### src/rtl/hazard_stall_ctrl_pkg.sv
// Shared MIPS opcode/funct encodings, instruction field layout and busy-FSM state codes
// used by the hazard controller and the instruction decoder.
package hazard_stall_ctrl_pkg;

    localparam logic [5:0] OP_RTYPE = 6'h00;
    localparam logic [5:0] OP_JAL   = 6'h03;
    localparam logic [5:0] OP_BEQ   = 6'h04;
    localparam logic [5:0] OP_BNE   = 6'h05;
    localparam logic [5:0] OP_ADDIU = 6'h09;
    localparam logic [5:0] OP_SLTI  = 6'h0A;
    localparam logic [5:0] OP_ORI   = 6'h0D;
    localparam logic [5:0] OP_LUI   = 6'h0F;
    localparam logic [5:0] OP_LW    = 6'h23;
    localparam logic [5:0] OP_SW    = 6'h2B;

    localparam logic [5:0] FN_SLL   = 6'h00;
    localparam logic [5:0] FN_SRL   = 6'h02;
    localparam logic [5:0] FN_JR    = 6'h08;
    localparam logic [5:0] FN_JALR  = 6'h09;
    localparam logic [5:0] FN_MFHI  = 6'h10;
    localparam logic [5:0] FN_MTHI  = 6'h11;
    localparam logic [5:0] FN_MFLO  = 6'h12;
    localparam logic [5:0] FN_MTLO  = 6'h13;
    localparam logic [5:0] FN_MULT  = 6'h18;
    localparam logic [5:0] FN_MULTU = 6'h19;
    localparam logic [5:0] FN_DIV   = 6'h1A;
    localparam logic [5:0] FN_DIVU  = 6'h1B;
    localparam logic [5:0] FN_ADDU  = 6'h21;
    localparam logic [5:0] FN_SUBU  = 6'h23;
    localparam logic [5:0] FN_AND   = 6'h24;
    localparam logic [5:0] FN_OR    = 6'h25;
    localparam logic [5:0] FN_SLT   = 6'h2A;

    localparam logic [0:0] ST_IDLE = 1'b0;
    localparam logic [0:0] ST_BUSY = 1'b1;

    typedef struct packed {
        logic [5:0] op;
        logic [4:0] rs;
        logic [4:0] rt;
        logic [4:0] rd;
        logic [4:0] shamt;
        logic [5:0] funct;
    } instr_t;

    // Any instruction that touches HI/LO and therefore must wait for the mult/div unit.
    function automatic logic uses_hilo(input logic [5:0] op, input logic [5:0] funct);
        return (op == OP_RTYPE) &&
               (funct == FN_MULT || funct == FN_MULTU || funct == FN_DIV  || funct == FN_DIVU ||
                funct == FN_MFHI || funct == FN_MFLO  || funct == FN_MTHI || funct == FN_MTLO);
    endfunction

endpackage

### src/rtl/hazard_stall_ctrl_md_busy_counter.sv
// Busy tracker for the multi-cycle mult/div unit: a two-state FSM with a 4-bit down-counter
// loaded when a mult or div leaves the E stage.
module md_busy_counter
    import hazard_stall_ctrl_pkg::*;
#(
    parameter int MULT_CYCLES = 5,
    parameter int DIV_CYCLES  = 10
) (
    input  logic clk,
    input  logic reset,
    input  logic start_mult,
    input  logic start_div,
    output logic busy
);

    localparam logic [3:0] MULT_LOAD = 4'(MULT_CYCLES);
    localparam logic [3:0] DIV_LOAD  = 4'(DIV_CYCLES);

    logic [0:0] state_reg, state_next;
    logic [3:0] cnt_reg, cnt_next;

    // A start while already busy simply reloads the counter.
    always_comb begin
        state_next = state_reg;
        cnt_next   = cnt_reg;
        if (start_mult) begin
            state_next = ST_BUSY;
            cnt_next   = MULT_LOAD;
        end else if (start_div) begin
            state_next = ST_BUSY;
            cnt_next   = DIV_LOAD;
        end else if (state_reg == ST_BUSY) begin
            if (cnt_reg == 4'd1) begin
                state_next = ST_IDLE;
                cnt_next   = 4'd0;
            end else begin
                cnt_next = cnt_reg - 4'd1;
            end
        end
    end

    always_ff @(posedge clk) begin
        if (reset) begin
            state_reg <= ST_IDLE;
            cnt_reg   <= 4'd0;
        end else begin
            state_reg <= state_next;
            cnt_reg   <= cnt_next;
        end
    end

    assign busy = (state_reg == ST_BUSY);

endmodule

### src/rtl/hazard_stall_ctrl.sv
// Pipeline hazard/stall controller: detects load-use, branch-operand and mult/div hazards
// from the D/E/M instructions and drives PC/IF-ID hold and ID-EX flush.
module hazard_stall_ctrl
    import hazard_stall_ctrl_pkg::*;
#(
    parameter int MULT_CYCLES = 5,
    parameter int DIV_CYCLES  = 10
) (
    input  logic        clk,
    input  logic        reset,
    input  logic [31:0] instr_D,
    input  logic [31:0] instr_E,
    input  logic [31:0] instr_M,
    output logic        stall_F,
    output logic        stall_D,
    output logic        flush_E,
    output logic        md_busy
);

    function automatic logic [4:0] wreg_of(input logic [5:0] op, input logic [4:0] rt,
                                           input logic [4:0] rd, input logic [5:0] funct);
        logic [4:0] r;
        r = 5'd0;
        case (op)
            OP_RTYPE: begin
                case (funct)
                    FN_ADDU, FN_SUBU, FN_AND, FN_OR, FN_SLT, FN_SLL, FN_SRL,
                    FN_MFHI, FN_MFLO, FN_JALR: r = rd;
                    default: r = 5'd0;
                endcase
            end
            OP_ADDIU, OP_SLTI, OP_ORI, OP_LUI, OP_LW: r = rt;
            OP_JAL:  r = 5'd31;
            default: r = 5'd0;
        endcase
        return r;
    endfunction

    instr_t d_i, e_i, m_i;
    assign d_i = instr_t'(instr_D);
    assign e_i = instr_t'(instr_E);
    assign m_i = instr_t'(instr_M);

    logic unused_bits;
    assign unused_bits = ^{d_i.rd, d_i.shamt, e_i.rs, e_i.shamt, m_i.rs, m_i.shamt};

    logic [4:0] wreg_E, wreg_M;
    assign wreg_E = wreg_of(e_i.op, e_i.rt, e_i.rd, e_i.funct);
    assign wreg_M = wreg_of(m_i.op, m_i.rt, m_i.rd, m_i.funct);

    logic d_reads_rt, d_is_branch, d_uses_hilo;
    assign d_reads_rt  = (d_i.op == OP_RTYPE) || (d_i.op == OP_BEQ) ||
                         (d_i.op == OP_BNE)   || (d_i.op == OP_SW);
    assign d_is_branch = (d_i.op == OP_BEQ) || (d_i.op == OP_BNE) ||
                         ((d_i.op == OP_RTYPE) && (d_i.funct == FN_JR || d_i.funct == FN_JALR));
    assign d_uses_hilo = uses_hilo(d_i.op, d_i.funct);

    // $0 is hard-wired, so a zero write register never matches anything.
    logic match_E, match_M;
    assign match_E = (wreg_E != 5'd0) &&
                     ((wreg_E == d_i.rs) || (d_reads_rt && (wreg_E == d_i.rt)));
    assign match_M = (wreg_M != 5'd0) &&
                     ((wreg_M == d_i.rs) || (d_reads_rt && (wreg_M == d_i.rt)));

    logic start_mult, start_div;
    assign start_mult = (e_i.op == OP_RTYPE) && (e_i.funct == FN_MULT || e_i.funct == FN_MULTU);
    assign start_div  = (e_i.op == OP_RTYPE) && (e_i.funct == FN_DIV  || e_i.funct == FN_DIVU);

    md_busy_counter #(
        .MULT_CYCLES (MULT_CYCLES),
        .DIV_CYCLES  (DIV_CYCLES)
    ) u_md_busy_counter (
        .clk        (clk),
        .reset      (reset),
        .start_mult (start_mult),
        .start_div  (start_div),
        .busy       (md_busy)
    );

    logic load_use, branch_haz, md_haz, stall;
    assign load_use   = (e_i.op == OP_LW) && match_E;
    // Branches resolve in D, so any in-flight producer in E, or a load still in M, blocks them.
    assign branch_haz = d_is_branch && (match_E || ((m_i.op == OP_LW) && match_M));
    assign md_haz     = d_uses_hilo && (md_busy || start_mult || start_div);
    assign stall      = !reset && (load_use || branch_haz || md_haz);

    assign stall_F = stall;
    assign stall_D = stall;
    assign flush_E = stall;

endmodule

### config.mk
export PLATFORM = sky130hd
export DESIGN_NAME = hazard_stall_ctrl
export DESIGN_NICKNAME = d
export VERILOG_FILES = /design/src/rtl/hazard_stall_ctrl_pkg.sv /design/src/rtl/hazard_stall_ctrl_md_busy_counter.sv /design/src/rtl/hazard_stall_ctrl.sv
export SDC_FILE = /design/constraint.sdc
export NUM_CORES = 1
export LEC_CHECK = 0
export ABC_AREA = 1
export CAP_MARGIN = 10
export CORE_MARGIN = 8
export CORE_UTILIZATION = 32
export DETAILED_ROUTE_END_ITERATION = 6
export GPL_TIMING_DRIVEN = 0
export PLACE_DENSITY = 0.78
export SLEW_MARGIN = 20
export SYNTH_ARGS = -nofsm -noshare
export SYNTH_HDL_FRONTEND = slang
export SYNTH_SLANG_ARGS = --single-unit
### constraint.sdc
create_clock -name clk -period 3.2 [get_ports clk]
set_input_delay 0.96 -clock clk [delete_from_list [all_inputs] [get_ports clk]]
set_output_delay 0.96 -clock clk [all_outputs]
set_load 0.1 [all_outputs]
==> flow_summary_export.csv, run 1 <==
group,metric,value,unit
clock_network,cts_tree,"done",
placement,place_hpwl,4.06,mm
placement,placed_area,2260,um^2
timing,finalHoldViolations,0,
placement,io_buffers,70,
synthesis,syn_avg_cell_area,4.80,um^2
clock_network,cts_buffers,3,
pwr,powerDensity,146,nW/um^2
setup_path,path_max_fanout,3,
synthesis,yosysWarnings,0,
clock_network,htree_levels,1,
floorplanning,start_util,33.0,%
clock_network,clk_pin_slew,30,ps
timing,worst_slack,-644,ps
grt,grt_pass1_vias,2151,
synthesis,yosys-top-cells-area,"nand2_1, nand3_1, inv_1",
pwr,power.total,0.000402,W
synthesis,synth_area_leader_cell,"nand2_1",
clock_network,clk_latency,220,ps
synthesis,yosysUniqueCellTypes,25,
setup_path,r2r-start,"u_md_busy_counter.cnt_reg[0]$_SDFFE_PP0P_",
min_path,hold_class,"reg -> reg",
floorplanning,dieArea,6890,um^2
setup_path,crit_path_cell_trace,"clkdlybuf4s50_1, inv_1, nor2_2, nand3_4, nand3_1, nand2_1, nor2_1, nand3_1, nand2_1, nand2_1, nand2_1, nand2_2, a21oi_4, buf_12, buf_12",
synthesis,netlist_instances,299,
min_path,min_path_cells,2,
setup_path,rr_endpoint,"u_md_busy_counter.cnt_reg[2]$_SDFFE_PP0P_",
synthesis,syn_area,1440,um^2
setup_path,arrival,2880,ps
pwr,power_leakage,1.42,nW
timing,setup_viol,3,
setup_path,end_kind,"output pin",
setup_path,cp-startpoint,"instr_M[11]",
finish,nNetsFinal,494,
finish,largest_register_ffs,4,
setup_path,ff2ff_setup_slack,2030,ps
timing,worst_pin_slew,976,ps
floorplanning,dieHeight,83.0,um
clock_network,cts_hold_buf,0,
timing,period_share,120,%
finish,area_growth,91.9,%
finish,stdcell_area,2760,um^2
pwr,ir_drop,0.000169,V
setup_path,critical_path_class,"in -> out",
routing,wl_per_cell,12.1,um
routing,totalWireLength,5.38,mm
synthesis,ys_seq_area_share,6.97,%
floorplanning,fp.coreArea,4350,um^2
setup_path,path_common_cell,"nand2_1",
setup_path,cp.required,2240,ps
synthesis,syn-num-nets,399,
clock_network,root_buffer,"clkbuf_8",
setup_path,r2r_cells,6,
finish,drive_gt1_share,32.6,%
grt,grt_overflow,0,
grt,grt_pass1_wl,9.40,mm
clock_network,cts.sinks,5,
finish,fill_cells,390,
timing,finalCriticalPeriod,3840,ps
routing,drc_errors,0,
setup_path,cp-start-kind,"primary input",
run_status,status,"complete, but fails checks",
min_path,hold_end,"u_md_busy_counter.busy$_SDFF_PP0_",
routing,via_per_inst,4.81,
finish,diodes,0,
routing,ant_nets,0,
timing,slew_headroom,34.7,%
flow_run,cap_violations,0,
placement,gp_congestion,0.877,
setup_path,crit_slowest_cell,"clkdlybuf4s50_1",
run_status,violations,"setup timing",
synthesis,ys_ff_latch,5,
floorplanning,std_cell_rows,24,
grt,grt_use_total,15.5,%
timing,rsz0062_at_grt,"true",
synthesis,synth.top_cell.area_share,25.3,%
floorplanning,die_x,83.0,um
grt,antenna_found_initial,0,
timing,slew_violations,0,
timing,fin_skew,2.29,ps
routing,via_count,2139,
min_path,min_from,"u_md_busy_counter.busy$_SDFF_PP0_",
routing,drtIter0Drc,82,
setup_path,max_stage_delay,470,ps
clock_network,max-clock-path-buffers,2,
timing,max_freq,260,MHz
routing,firstDrtPassIters,4,
grt,grt_max_degree,9,
floorplanning,io_pins,102,
## final cells by class
| type | count | area [um^2] | share of cell area [%] |
|---|---|---|---|
| Multi-Input combinational cell | 234 | 1430 | 51.9 |
| Timing Repair Buffer | 90 | 841 | 30.5 |
| Inverter | 58 | 235 | 8.53 |
| Sequential cell | 5 | 100 | 3.63 |
| Tap cell | 52 | 65.1 | 2.36 |
| Clock buffer | 4 | 45.0 | 1.63 |
| Buffer | 2 | 40.0 | 1.45 |
## timing repair
item | 4_1_cts | 5_1_grt
buffers inserted | 19 | 1
gates resized for setup | 196 | 10
setup endpoints to repair | 3 | 3
pin swaps | 69 | 18
## logic make-up (layout without fill, tap and decap cells)
kind of cell	Yosys count	in the layout	synth area share (%)
AND/OR/NAND/NOR	207	207	63.8
buffers and inverters	60	154	16.2
AO/OA/AOI/OAI	24	24	10.7
flip-flops	5	5	6.97
adder cells (fa/ha/maj)	2	2	1.74
XOR/XNOR	1	1	0.610
## power by group
part | internal, W | switching, W
Combinational | 0.000112 | 0.000110
Sequential | 0.0000629 | 0.000000136
Clock | 0.0000855 | 0.0000318
Total | 0.000260 | 0.000142
## stage by stage
step                hold slack [ps]  cells  setup TNS [ps]  setup WS (ps)  utilization [%]
floorplan                       535    299           -1780           -681                -
global placement                549    421           -6270          -2110             51.9
global route                    599    445           -2430           -821             63.3
CTS                             568    444           -1720           -584             62.3
detailed placement              556    421           -6320          -2130             51.9
finish                          556    445           -1890           -644             63.3
## cell usage after synthesis
cell and number:
nand4_1 3, nand3b_1 2, inv_2 4, nor4_1 1, o21ai_1 6, nor2_1 35
or2_1 1, dfxtp_1 5, o21bai_1 1, nand3_1 46, nor3_1 4, a21oi_2 6
xnor2_1 1, ha_1 2, a21oi_1 3, a21boi_0 1, o211ai_1 2, o21ai_0 4
nor2_2 9, inv_1 54, o22ai_1 1, nand2_1 97, buf_4 2, nand2_2 8
nand3_4 1
## worst max path at each step
| stage | endpoint | slack (ps) |
|---|---|---|
| after floorplan | stall_D | -680 |
| after global placement | stall_F | -2110 |
| after detailed placement | stall_D | -2130 |
| after CTS | stall_F | -580 |
| after global routing | stall_F | -820 |
| final | stall_D | -640 |
## layer usage
layer	wire [um]	track usage [%]
met1	2390	18.4
met2	2620	27.4
met3	338	4.10
met4	26	2.08
met5	0	0
## cell usage in the layout (no fill, tap or decap), types with 2 or more instances in the layout
| cell | netlist | layout |
|---|---|---|
| nand2_1 | 97 | 81 |
| inv_1 | 54 | 45 |
| clkdlybuf4s50_1 | 0 | 40 |
| nand3_1 | 46 | 35 |
| nor2_1 | 35 | 24 |
| buf_4 | 2 | 19 |
| nand2_2 | 8 | 15 |
| nor2_2 | 9 | 13 |
| buf_2 | 0 | 13 |
| inv_2 | 4 | 11 |
| nand2_4 | 0 | 9 |
| nor2_4 | 0 | 7 |
| nand3_4 | 1 | 7 |
| buf_12 | 0 | 7 |
| a21oi_4 | 0 | 6 |
| buf_6 | 0 | 6 |
| nand3_2 | 0 | 5 |
| dfxtp_1 | 5 | 5 |
| o21ai_0 | 4 | 4 |
| dlygate4sd2_1 | 0 | 4 |
| o21ai_1 | 6 | 3 |
| nand4_1 | 3 | 3 |
| nor3_1 | 4 | 3 |
| a21oi_1 | 3 | 3 |
| clkbuf_8 | 0 | 3 |
| clkdlybuf4s15_1 | 0 | 3 |
| nand3b_1 | 2 | 2 |
| o21ai_4 | 0 | 2 |
| o211ai_1 | 2 | 2 |
| ha_1 | 2 | 2 |
## critical path: cells and delay by family
family | cells | cell delay, ps
and+or+nand+nor | 10 | 850
AOI/OAI and AO/OA | 1 | 250
buffers and inverters | 4 | 820
No activity file was read; power rests on OpenSTA's default activity.
==> inputs of run 2 (changes only) <==
CORE_MARGIN = 2   (was 8)
==> run 2 against run 1 <==
  * The run still ends with setup timing left
  * Sequential cell count did not move
  * Final area rose by 4.3%
  * Count of clock-buffer cells in the layout did not move
  * Cell count fell by 1.1%
  * Critical path depth rose by 3
  * Worst hold slack improved by 24 ps
  * Wire length fell by 1.0%
==> flow_summary_export.csv, run 2 (synthesized netlist as in run 1, its figures left out) <==
group,metric,value,unit
run_status,status,"complete, but fails checks",
run_status,violations,"setup timing",
setup_path,end_kind,"output pin",
routing,drc_errors,0,
timing,worst_slack,-666,ps
clock_network,cts_buffers,3,
grt,grt_max_degree,9,
placement,dpl.cell_count,421,
finish,largest_register_ffs,4,
timing,slew_violations,0,
placement,io_buffers,70,
timing,max_freq,259,MHz
grt,grt_pass1_wl,8.65,mm
setup_path,path_common_cell,"nand2_1",
timing,finalCriticalPeriod,3870,ps
clock_network,cts.sinks,5,
floorplanning,die_x,71.0,um
setup_path,crit_buf_inv,3,
setup_path,crit_path_cell_trace,"buf_8, nor2_4, nand3b_1, nand2_4, o21ai_4, nand2_2, nand2_1, nand2_1, nand2_1, nor2_2, nand2_1, nand2_1, nand2_1, nand2_1, nand2_2, a21oi_4, buf_12, buf_16",
finish,nNetsFinal,489,
routing,via_per_inst,4.92,
clock_network,clk_latency,220,ps
floorplanning,start_util,33.2,%
setup_path,cp.required,2240,ps
clock_network,cts_hold_buf,0,
pwr,power_leakage,1.44,nW
pwr,powerDensity,146,nW/um^2
routing,via_count,2166,
finish,drive_gt1_share,35.6,%
floorplanning,dieArea,5040,um^2
finish,final_common_cell,"nand2_1",
timing,setup_viol,3,
routing,drtIter0Drc,62,
finish,multi_input_area,1530,um^2
grt,antenna_found_initial,0,
routing,totalWireLength,5.33,mm
finish,fill_cells,369,
clock_network,max-clock-path-buffers,2,
pwr,ir_drop,0.000263,V
setup_path,cp_top_family,"simple AND/OR/NAND/NOR gates",
floorplanning,fp.coreArea,4320,um^2
clock_network,clk_pin_slew,30,ps
timing,tns,-1960,ps
timing,slew_headroom,35.8,%
finish,register_area,100,um^2
timing,rsz0062_at_grt,"true",
setup_path,max_stage_delay,260,ps
finish,area_growth,100,%
grt,grt_pass1_vias,2123,
finish,diodes,0,
setup_path,path_max_fanout,5,
setup_path,arrival,2910,ps
routing,firstDrtPassIters,4,
setup_path,critical_path_class,"in -> out",
timing,period_share,121,%
timing,worst_pin_slew,961,ps
clock_network,htree_levels,1,
floorplanning,io_pins,102,
timing,fin_skew,2.54,ps
floorplanning,dieHeight,71.0,um
grt,grt_overflow,0,
setup_path,crit_slowest_cell,"a21oi_4",
placement,place_hpwl,3.69,mm
finish,final_cells,440,
routing,wl_per_cell,12.1,um
setup_path,cp-start-kind,"primary input",
clock_network,cts_tree,"done",
routing,ant_nets,0,
min_path,hold_class,"reg -> reg",
timing,finalHoldViolations,0,
placement,place_ws,-2170,ps
finish,layout_common_cells,"nand2_1, inv_1, clkdlybuf4s50_1",
clock_network,root_buffer,"clkbuf_8",
flow_run,cap_violations,0,
floorplanning,std_cell_rows,24,
placement,gp_congestion,0.876,
grt,grt_use_total,20.4,%
-- run 2: cell types whose count changed in the layout (fill, tap and decap cells not counted), sizes merged --
cell         previous run  this run
buf                    45        39
clkinv                  1         0
dlygate4sd2             4         5
inv                    57        58
-- run 2: worst paths after layout --
kind | startpoint | to | slack [ps] | cells after the start
setup / recovery | instr_E[28] | stall_F | -670 | 18
hold / removal | u_md_busy_counter.cnt_reg[3]$_SDFFE_PP0P_ | u_md_busy_counter.cnt_reg[3]$_SDFFE_PP0P_ | 580 | 3
setup reg to reg | u_md_busy_counter.cnt_reg[0]$_SDFFE_PP0P_ | u_md_busy_counter.cnt_reg[2]$_SDFFE_PP0P_ | 1930 | 6
hold reg to reg | u_md_busy_counter.cnt_reg[3]$_SDFFE_PP0P_ | u_md_busy_counter.cnt_reg[3]$_SDFFE_PP0P_ | 580 | 3
-- run 2: final cells by class --
type	instances	share of cell area (%)
multi-input cells	234	53.2
repair buffers	85	29.6
inverters	58	8.45
flip-flops and latches	5	3.48
well taps	52	2.26
clock buffers	4	1.57
plain buffers	2	1.39
-- run 2: power breakdown --
part	internal [W]	total, W	switching [W]
Combinational	0.000118	0.000238	0.000120
Clock	0.0000856	0.000117	0.0000319
Sequential	0.0000629	0.0000630	0.000000133
Total	0.000267	0.000419	0.000152
-- run 2: timing repair --
action	4_1_cts	5_1_grt
gates cloned	0	0
endpoints found under the setup margin	3	3
gates resized for setup	210	35
pin swaps	76	37
setup buffers	13	2
-- run 2: worst register-to-register path: stages (launching register included) --
cell     delay (ps)
dfxtp_1         390
ha_1            170
nand3_1         130
nand3_1         130
nor2_1           50
o21ai_0         210
inv_1            60
-- run 2: metal layers --
layer | vias up | GRT usage [%] | share of wire [%]
li1 | 1111 | - | -
met1 | 971 | 24.1 | 39
met2 | 70 | 38.8 | 53
met3 | 14 | 2.14 | 5.2
met4 | 0 | 5.66 | 2.6
met5 | - | 0 | 0
-- run 2: per-stage QoR --
step,hold slack (ps),util [%],total power (W),instance area [um^2]
finish,580,66.5,0.000419,2870
global route,621,66.5,0.000443,2870
CTS,573,63.3,0.000400,2740
detailed placement,567,52.3,0.000250,2260
global placement,548,52.3,0.000248,2260
floorplan,535,-,0.000142,1500
==> inputs of run 3 (changes only) <==
ABC_CLOCK_PERIOD_IN_PS = 3200   (was not set)
==> results of run 3 <==
Final layout, timing and power as in run 2 (identical DEF).
==> edit (config.mk and constraints of run 1) <==
Reset style: asynchronous (`reset`), changed in one clocked block.
--- a/src/rtl/hazard_stall_ctrl_md_busy_counter.sv
+++ b/src/rtl/hazard_stall_ctrl_md_busy_counter.sv
@@ -40,5 +40,5 @@
     end
 
-    always_ff @(posedge clk) begin
+    always_ff @(posedge clk or posedge reset) begin
         if (reset) begin
             state_reg <= ST_IDLE;
Behaviour: differs if reset is asserted again (counterexample within 4 cycles, from zero or initial values and one cycle with reset high); with reset held inactive, the same outputs for 10 cycles.
==> edit against run 1 <==
- the flow still finishes with violations (setup timing)
- area after synthesis up 2.0%
- total power up 63%
- setup slack better by 0.010 ns
- cell area up 6.6%
- global-route usage down 0.86 points
- sequential cell count unchanged
- first-iteration DRC count down 11%
- wire length up 3.5%
- highest routed layer unchanged
==> edit: results (changes against run 1) <==
stage	metric	value	unit	change
synthesis	ys_top_cells_by_area	nand2_1, inv_1, nand3_1		
route	drt-initial-drc-count	73		-11%
timing	final.setup.worst_slack	-0.633	ns	+0.0102 ns
synthesis	yosys_most_used_dff	dfrtp_1		
route	via_count	2205		+3.1%
critical_path	rr_worst_depth	4		-2
route	vias_per_cell	4.92		+2.4%
timing	setup_viol	3		unchanged
synthesis	async_reset_ff_frac	1.00		+1.00
route	met1_length	2280	µm	-4.6%
route	wl_met3	324	µm	-4.1%
pwr	ir_drop	0.605	mV	+260%
pwr	swShare	0.455		+0.103
synthesis	ys_types	24		-4.0%
place	place_area	2310	µm²	+2.0%
run_status	violations	setup timing		
pwr	power.density	223	nW/µm²	+53%
synthesis	synth_compound_area_frac	0.113		+0.00558
synthesis	synth_fa_ha_area_frac	0.0171		-0.000342
pwr	powerClk	0.112	mW	-4%
pwr	seqPwrFrac	0.200		+0.043
grt	grt_pass1_wl	9090	µm	-3.4%
final_layout	num-fill-cells	380		-2.6%
worst_hold_path	holdPathEnd	u_md_busy_counter.cnt_reg[1]$_DFFE_PP0P_		
route	avgRoutedWirePerCell	12.4	µm	+2.8%
route	met2_length	2850	µm	+8.7%
grt	track_usage	0.146		-0.00856
critical_path	cpPeakStageDelay	0.24	ns	-0.23 ns
run_status	status	complete, but fails checks		
critical_path	r2r-start	u_md_busy_counter.cnt_reg[0]$_DFFE_PP0P_		
synthesis	synth-seq-area-share	0.0854		+0.0157
critical_path	slowest_stage	a21oi_4		
critical_path	reg2reg_to	u_md_busy_counter.cnt_reg[2]$_DFFE_PP0P_		
timing	skew	0.00120	ns	-0.00109 ns
place	hpwl	4220	µm	+4.0%
edit: worst reg2reg max path, cell delays in order, from the launching register on:
cell	delay, ns
dfrtp_1	0.40
ha_1	0.23
nand2_1	0.11
o21ai_0	0.10
a311oi_1	0.27
edit: final cells by class:
| class | instances | area [µm²] | share of cell area |
|---|---|---|---|
| well taps | 52 | 65.1 | 0.0221 |
| inverters | 63 | 249 | 0.0847 |
| multi-input cells | 238 | 1600 | 0.543 |
| plain buffers | 2 | 40.0 | 0.0136 |
| clock buffers | 4 | 45.0 | 0.0153 |
| flip-flops and latches | 5 | 125 | 0.0426 |
| repair buffers | 84 | 818 | 0.278 |
edit: layer usage:
layer,up-vias,GRT usage
met1,982,0.159
met3,12,0.0313
met4,0,0.0314
met2,71,0.277
met5,-,0
li1,1140,-
edit: repair_timing:
action | in CTS | in global routing
buffers inserted | 7 | 7
pin swaps | 56 | 51
endpoints found under the setup margin | 3 | 3
gates resized for setup | 191 | 74
